`src/rtl/uart_rx_pkg.sv`:
```
// Shared definitions for the UART receive controller: FSM state encoding,
// the supported oversampling ratios and the prescale legalisation helper.
package uart_rx_pkg;

    typedef enum logic [2:0] {
        IDLE   = 3'd0,
        START  = 3'd1,
        DATA   = 3'd2,
        PARITY = 3'd3,
        STOP   = 3'd4
    } rx_state_e;

    localparam logic [5:0] PRESCALE_8  = 6'd8;
    localparam logic [5:0] PRESCALE_16 = 6'd16;
    localparam logic [5:0] PRESCALE_32 = 6'd32;

    // Unsupported ratios fall back to 8x so the bit timing stays bounded.
    function automatic logic [5:0] legal_prescale(input logic [5:0] p);
        case (p)
            PRESCALE_16: legal_prescale = PRESCALE_16;
            PRESCALE_32: legal_prescale = PRESCALE_32;
            default:     legal_prescale = PRESCALE_8;
        endcase
    endfunction

endpackage

```
`src/rtl/edge_bit_counter.sv`:
```
// Oversampling edge counter and frame bit counter. The edge index wraps at
// prescale-1 and each wrap advances the bit index; clear wins over enable.
module edge_bit_counter (
    input  logic       CLK,
    input  logic       RST,
    input  logic       en_i,
    input  logic       clr_i,
    input  logic [5:0] prescale_i,
    output logic [5:0] edge_cnt_o,
    output logic [3:0] bit_cnt_o
);

    logic [5:0] edge_q, edge_d;
    logic [3:0] bit_q, bit_d;

    // Next-count logic.
    always_comb begin
        edge_d = edge_q;
        bit_d  = bit_q;
        if (clr_i) begin
            edge_d = 6'd0;
            bit_d  = 4'd0;
        end else if (en_i) begin
            if (edge_q == prescale_i - 6'd1) begin
                edge_d = 6'd0;
                bit_d  = bit_q + 4'd1;
            end else begin
                edge_d = edge_q + 6'd1;
            end
        end else begin
            edge_d = edge_q;
            bit_d  = bit_q;
        end
    end

    // Counter registers.
    always_ff @(posedge CLK) begin
        if (RST) begin
            edge_q <= 6'd0;
            bit_q  <= 4'd0;
        end else begin
            edge_q <= edge_d;
            bit_q  <= bit_d;
        end
    end

    assign edge_cnt_o = edge_q;
    assign bit_cnt_o  = bit_q;

endmodule

```
`src/rtl/uart_rx_fsm.sv`:
```
// UART receive frame controller: walks start/data/parity/stop bits, gates the
// sampler and checkers, and issues one registered result pulse per frame.
module uart_rx_fsm
    import uart_rx_pkg::*;
#(
    parameter int IN_DATA_WIDTH = 8
) (
    input  logic       CLK,
    input  logic       RST,
    input  logic       RX_IN,
    input  logic       PAR_EN,
    input  logic [5:0] Prescale,
    input  logic       strt_glitch,
    input  logic       par_err,
    input  logic       stp_err,
    output logic [5:0] edge_cnt,
    output logic [3:0] bit_cnt,
    output logic       dat_samp_en,
    output logic       deser_en,
    output logic       strt_chk_en,
    output logic       par_chk_en,
    output logic       stp_chk_en,
    output logic       data_valid,
    output logic       parity_error,
    output logic       framing_error
);

    localparam logic [3:0] DATA_LAST = 4'(IN_DATA_WIDTH);

    rx_state_e  state_q, state_d;
    logic       par_en_q, par_en_d;
    logic       par_flag_q, par_flag_d;
    logic       dv_q, dv_d;
    logic       pe_q, pe_d;
    logic       fe_q, fe_d;
    logic       cnt_en_s, cnt_clr_s;
    logic [5:0] prescale_s;
    logic       last_edge_s, samp_pt_s, stop_end_s;

    assign prescale_s  = legal_prescale(Prescale);
    assign last_edge_s = (edge_cnt == prescale_s - 6'd1);
    assign samp_pt_s   = (edge_cnt == (prescale_s >> 1) + 6'd2);
    // The stop bit is cut short so the next start edge is caught in time.
    assign stop_end_s  = (edge_cnt == (prescale_s >> 1) + 6'd3);

    edge_bit_counter u_cnt (
        .CLK        (CLK),
        .RST        (RST),
        .en_i       (cnt_en_s),
        .clr_i      (cnt_clr_s),
        .prescale_i (prescale_s),
        .edge_cnt_o (edge_cnt),
        .bit_cnt_o  (bit_cnt)
    );

    // Next-state, counter control and result decode.
    always_comb begin
        state_d    = state_q;
        par_en_d   = par_en_q;
        par_flag_d = par_flag_q;
        cnt_en_s   = 1'b0;
        cnt_clr_s  = 1'b0;
        dv_d       = 1'b0;
        pe_d       = 1'b0;
        fe_d       = 1'b0;
        case (state_q)
            IDLE: begin
                if (!RX_IN) begin
                    state_d    = START;
                    par_en_d   = PAR_EN;
                    par_flag_d = 1'b0;
                end else begin
                    state_d = IDLE;
                end
            end
            START: begin
                cnt_en_s = 1'b1;
                if (last_edge_s) begin
                    if (strt_glitch) begin
                        state_d   = IDLE;
                        cnt_clr_s = 1'b1;
                    end else begin
                        state_d = DATA;
                    end
                end else begin
                    state_d = START;
                end
            end
            DATA: begin
                cnt_en_s = 1'b1;
                if (last_edge_s && (bit_cnt == DATA_LAST)) begin
                    state_d = par_en_q ? PARITY : STOP;
                end else begin
                    state_d = DATA;
                end
            end
            PARITY: begin
                cnt_en_s = 1'b1;
                if (last_edge_s) begin
                    par_flag_d = par_err;
                    state_d    = STOP;
                end else begin
                    state_d = PARITY;
                end
            end
            STOP: begin
                cnt_en_s = 1'b1;
                if (stop_end_s) begin
                    state_d    = IDLE;
                    cnt_clr_s  = 1'b1;
                    par_flag_d = 1'b0;
                    fe_d       = stp_err;
                    pe_d       = !stp_err && par_flag_q;
                    dv_d       = !stp_err && !par_flag_q;
                end else begin
                    state_d = STOP;
                end
            end
            default: begin
                state_d   = IDLE;
                cnt_clr_s = 1'b1;
            end
        endcase
    end

    // State, latched frame options and result pulse registers.
    always_ff @(posedge CLK) begin
        if (RST) begin
            state_q    <= IDLE;
            par_en_q   <= 1'b0;
            par_flag_q <= 1'b0;
            dv_q       <= 1'b0;
            pe_q       <= 1'b0;
            fe_q       <= 1'b0;
        end else begin
            state_q    <= state_d;
            par_en_q   <= par_en_d;
            par_flag_q <= par_flag_d;
            dv_q       <= dv_d;
            pe_q       <= pe_d;
            fe_q       <= fe_d;
        end
    end

    assign dat_samp_en   = (state_q != IDLE);
    assign strt_chk_en   = (state_q == START)  && samp_pt_s;
    assign deser_en      = (state_q == DATA)   && samp_pt_s;
    assign par_chk_en    = (state_q == PARITY) && samp_pt_s;
    assign stp_chk_en    = (state_q == STOP)   && samp_pt_s;
    assign data_valid    = dv_q;
    assign parity_error  = pe_q;
    assign framing_error = fe_q;

endmodule

```
`config.mk`:
```
export PLATFORM = sky130hd
export DESIGN_NAME = uart_rx_fsm
export DESIGN_NICKNAME = d
export VERILOG_FILES = /design/src/rtl/uart_rx_pkg.sv /design/src/rtl/edge_bit_counter.sv /design/src/rtl/uart_rx_fsm.sv
export SDC_FILE = /design/constraint.sdc
export NUM_CORES = 1
export LEC_CHECK = 0
export BUFFER_PORTS_ARGS = -buffer_cell sky130_fd_sc_hd__buf_2
export CORE_ASPECT_RATIO = 1.2
export CORE_UTILIZATION = 40
export CTS_CLUSTER_DIAMETER = 80
export DETAILED_ROUTE_END_ITERATION = 16
export HOLD_SLACK_MARGIN = 0.12
export PLACE_DENSITY_LB_ADDON = 0.25
export SETUP_SLACK_MARGIN = 0.15
export SLEW_MARGIN = 15
export SYNTH_ARGS = -nofsm -noshare
export SYNTH_HDL_FRONTEND = slang
export SYNTH_SLANG_ARGS = --single-unit
```
`constraint.sdc`:
```
create_clock -name CLK -period 2.6 [get_ports CLK]
set_input_delay 0.13 -clock CLK [delete_from_list [all_inputs] [get_ports CLK]]
set_output_delay 0.13 -clock CLK [all_outputs]
set_load 0.005 [all_outputs]
```
Yosys cells after proc, flatten, opt, wreduce, memory -nomap -nowiden
Index checks and enable logic that the tools add are counted.

Register bits after elaboration: 18. Output and inout port bits: 18. Logic and storage cells: 67.

Add/subtract/negate cells: 5. Bitwise operators: 3. Equal/unequal tests: 13. Multiplexer cells: 19. Reductions and logical operators: 19.

Operators by type and width (number): $eq 6x6->1 (3); $mux 3 (5); $pmux 3 s5 (1); $add 5x2->6 const B (2); $pmux 6 s2 (1); $mux 1 (8); $logic_and 1x1->1 (7); $add 6x1->6 const B (1); $eq 3x2->1 const B (2); $eq 6x5->1 const B (1); $eq 6x6->1 const B (1); $mux 6 (1); $ne 2x2->1 const B (3); $pmux 1 s3 (2); $reduce_bool 3->1 (2); $reduce_or 3->1 (2); $sub 6x1->6 const B (1); $add 4x1->4 const B (1); $eq 4x4->1 const B (1); $reduce_and 2->1 (2); $reduce_and 4->1 (1); $reduce_or 4->1 (1); $eq 3x1->1 const B (1); $eq 3x3->1 const B (1); 5 further kinds (8).

Longest topological paths before layout
Depth after elaboration: 7. Gate-level depth with buffers: 8.

Hierarchy
A second synthesis with hierarchy kept.

Cells, all modules: 151. Area total of the unflattened synthesis: 1318.8 um2.

By module, submodules not included: uart_rx_fsm (cells each 79, area each 708.2 um2, instances 1); edge_bit_counter (cells each 72, area each 610.6 um2, instances 1).

Worst setup path before layout
OpenSTA, ideal clock, no wires.

Kind: reg2reg. Start point: register u_cnt.edge_q[4], in the netlist u_cnt.edge_cnt_o[4]. End point: register u_cnt.bit_q[3], in the netlist u_cnt.bit_cnt_o[3]. Stages on the path, launching flop included: 6. Library setup time: 79 ps. Data required time: 2521 ps. Buffers on the path: 0. Path slack: 818 ps. Arrival: 1703 ps. Cell sequence: dfxtp_1 and3b_1 o211ai_2 a21o_1 or4_1 a211oi_2.

Longest elaborated chain between the ends: 4.

RTL lines: from (decl) (RTL line edge_bit_counter.sv:13) `logic [5:0] edge_q, edge_d;`; from (signal assigned) (RTL line edge_bit_counter.sv:42) `edge_q <= edge_d;`; $eq 6x6->1, on equally long branches (RTL line uart_rx_fsm.sv:44, edge_bit_counter.sv:24, uart_rx_fsm.sv:41); $mux 1, on equally long branches (RTL line uart_rx_fsm.sv:108, uart_rx_fsm.sv:78); $pmux 1 s3 (RTL line uart_rx_fsm.sv:66) `case (state_q)`; $reduce_or 2->1 (no line); to (signal assigned) (RTL line edge_bit_counter.sv:43) `bit_q <= bit_d;`; to (decl) (RTL line edge_bit_counter.sv:14) `logic [3:0] bit_q, bit_d;`.

Parallel ways exist; a longest one is shown, timed or not. A chain may end at the register's enable or synchronous reset.

Worst setup path in the final report
Start point: register u_cnt.edge_q[4], in the netlist u_cnt.edge_cnt_o[4]. End point: output deser_en.

Longest elaborated chain between the ends: 2.

RTL lines: $eq 6x6->1 (RTL line uart_rx_fsm.sv:42) `assign samp_pt_s = (edge_cnt == (prescale_s >> 1) + 6'd2);`; $logic_and 1x1->1 (RTL line uart_rx_fsm.sv:147) `assign deser_en = (state_q == DATA) && samp_pt_s;`; to (decl) (RTL line uart_rx_fsm.sv:19) `output logic deser_en,`.

No other way between the ends.

==> out/qor.yml <==
sta:
  finClkSkew_ns: 0.00237
  hold_viol: 0
  drv_slew: 0
  rsz0062_at_grt: "no"
  finalCritPeriodShare: 0.766
  finalSetupViolCount: 0
  slew-limit-headroom: 0.654
  whs_ns: 0.145
  fmax_mhz: 502
  fin_crit_ns: 1.99
  worstMarginPinSlew_ns: 0.516
  post-route-worst-setup-slack_ns: 0.608
  final.setup.tns_ns: 0
yosys:
  syn_nets: 143
  synth_edf_count: 0
  ys_ff_latch: 18
  synth_top_area_share: 0.320
  synthesis.area_um2: 1130
  ys_warn_count: 0
  async_reset_ff_frac: 0
  yosys.cell_types.count: 51
  synth_area_leader_cell: "dfxtp_1"
  syn_avg_cell_area_um2: 8.94
  synth_ff_type: "dfxtp_1"
  ys_seq_area_frac: 0.320
  synthTopCellsByArea: "dfxtp_1 (32%), ha_1 (4.4%), nand2_1 (3.7%), a211oi_1 (3.3%), nor2_1 (3.3%)"
  synth_cells: 126
critical_path:
  worstSetupEndpointType: "output pin"
  cp_max_fo: 9
  path_delay_family: "simple AND/OR/NAND/NOR gates"
  max_stage_delay_ns: 0.48
  worstPathRequired_ns: 2.47
  path_common_cell: "nand2_1"
  start_kind: "flop"
  cpMaxStageDelayCell: "dfxtp_1"
  crit_chain: "nor4bb_1 > o211ai_1 > nand2_1 > nand2_1 > nor4b_1 > buf_2"
  path_class: "flop to output pin"
  worst-path-buf-inv: 1
  cp.arrival_ns: 1.86
cells_and_area:
  layoutNonFillerInstCount: 190
  fin_nets: 176
  syn2layout_area_growth_pct: 18.2
  layout_common_cells: "buf_2 (30), dfxtp_1 (18), nand2_1 (11)"
  multi_input_area_um2: 701
  diodes: 0
  nFillCells: 251
  seq_area_um2: 360
  postLayoutCoreUtil: 0.512
  mostFrequentLayoutCell: "buf_2"
  drive_above_1_share: 0.293
power_and_ir_drop:
  power_density_nw_per_um2: 366
  pwr-share-clk: 0.287
  switching_power_mw: 0.125
  p_comb_frac: 0.124
  ir_drop_mv: 0.257
  netSwitchingFraction: 0.257
  power_leakage_nw: 0.519
  p_int_mw: 0.362
  pwr-share-seq: 0.589
floorplanning:
  fp.dieH_um: 60.1
  initial_core_util: 0.433
  pin_count: 31
  die_area_um2: 3030
  fp.dieW_um: 50.4
  row_count: 20
  core-area_um2: 2600
grt:
  grt_max_degree: 14
  grt_pass1_wl_mm: 4.32
  overflow: 0
  antenna_found_initial: 0
  grt_pass1_vias: 948
  grt_use_total: 0.188
clock_tree:
  clockBufferDepth: 2
  h-tree-depth: 1
  cts_setup_buffers: 0
  clk_pin_slew_ns: 0.10
  cts-root-buf: "clkbuf_4"
  cts_tree: "yes"
  numCtsBuffers: 3
  cts_sinks: 18
  clk_latency_ns: 0.30
routing:
  drtAntennaViolNets: 0
  num_vias: 1064
  post_drt_wl_per_cell_um: 13.1
  drt_wl_total_mm: 2.49
  drt_pass1_iterations: 4
  drt_iter0_markers: 21
  drcViolationCount: 0
  via_per_inst: 5.60
place:
  dp.cells: 184
  gp_congestion: 0.799
  port_buffers: 30
  dp_slack_ns: 0.640
  hpwl_mm: 1.91
job:
  drv_cap: 0
outcome:
  status: "finished clean"
hold_path:
  hold_class: "primary input to flop"
[stage by stage]
step	instance area [um^2]	total power, mW
CTS	1330	0.492
floorplan	1130	0.330
global placement	1280	0.348
global route	1330	0.510
finish	1330	0.487
detailed placement	1280	0.350
[synthesized netlist by cell type, types with 3 or more instances]
library cell / number
nand2_1: 11
dfxtp_1: 18
inv_1: 5
a211oi_1: 5
nand3_1: 5
xnor2_1: 4
ha_1: 4
nor3_1: 6
nor4bb_1: 3
nor2_1: 10
o21ai_0: 4
[layer usage]
metal | track usage | wire length, um
met1 | 0.226 | 1170
met2 | 0.328 | 1180
met3 | 0.0534 | 119
met4 | 0.0476 | 24
met5 | 0 | 0
[power groups by stage]
stage	Combinational (mW)	Clock [mW]	Sequential, mW
5_1_grt	0.0669	0.155	0.288
2_1_floorplan	0.0387	0	0.291
6_report	0.0603	0.140	0.287
3_5_place_dp	0.0565	0	0.293
3_3_place_gp	0.0551	0	0.293
4_1_cts	0.0602	0.144	0.287
[repair_timing]
| action | 4_1_cts | 5_1_grt |
|---|---|---|
| resized for setup | 0 | 0 |
| hold endpoints to repair | 6 | 0 |
| setup endpoints to repair | 0 | 0 |
| hold buffers | 3 | 0 |
[final timing paths]
kind / slack [ns] / startpoint / depth (start not counted) / end
worst max register to register: 0.62 / u_cnt.edge_cnt_o[4] / 5 / u_cnt.bit_cnt_o[3]
worst min register to register: 0.46 / par_flag_q / 1 / data_valid
worst min-delay path: 0.14 / RX_IN / 4 / par_en_q
worst max-delay path: 0.61 / u_cnt.edge_cnt_o[4] / 6 / deser_en
[flip-flops by register name, indices dropped and copies added, names as in the netlist]
register          cells
framing_error         1
u_cnt.edge_cnt_o      6
u_cnt.bit_cnt_o       4
state_q               3
data_valid            1
par_flag_q            1
par_en_q              1
parity_error          1
[kinds of logic after synthesis]
kind of cell | share of synthesized area
buffers and inverters | 0.0578
AO/OA/AOI/OAI | 0.208
multiplexers | 0.0178
flip-flops | 0.320
XOR/XNOR | 0.0467
AND/OR/NAND/NOR | 0.306
adder cells (fa/ha/maj) | 0.0444
[worst reg2reg max path, cell delays in order (launching register included)]
cell	delay (ns)
dfxtp_1	0.39
nor3b_1	0.29
o211ai_2	0.18
a21o_1	0.29
or4_1	0.53
a211oi_2	0.22
[final cells by class]
cell class,count,share of cell area
Tap cell,33,0.0310
Timing Repair Buffer,34,0.141
Multi-Input combinational cell,97,0.526
Clock buffer,3,0.0169
Sequential cell,18,0.271
Inverter,5,0.0141
Note: power is estimated with default switching activity, not from simulation.
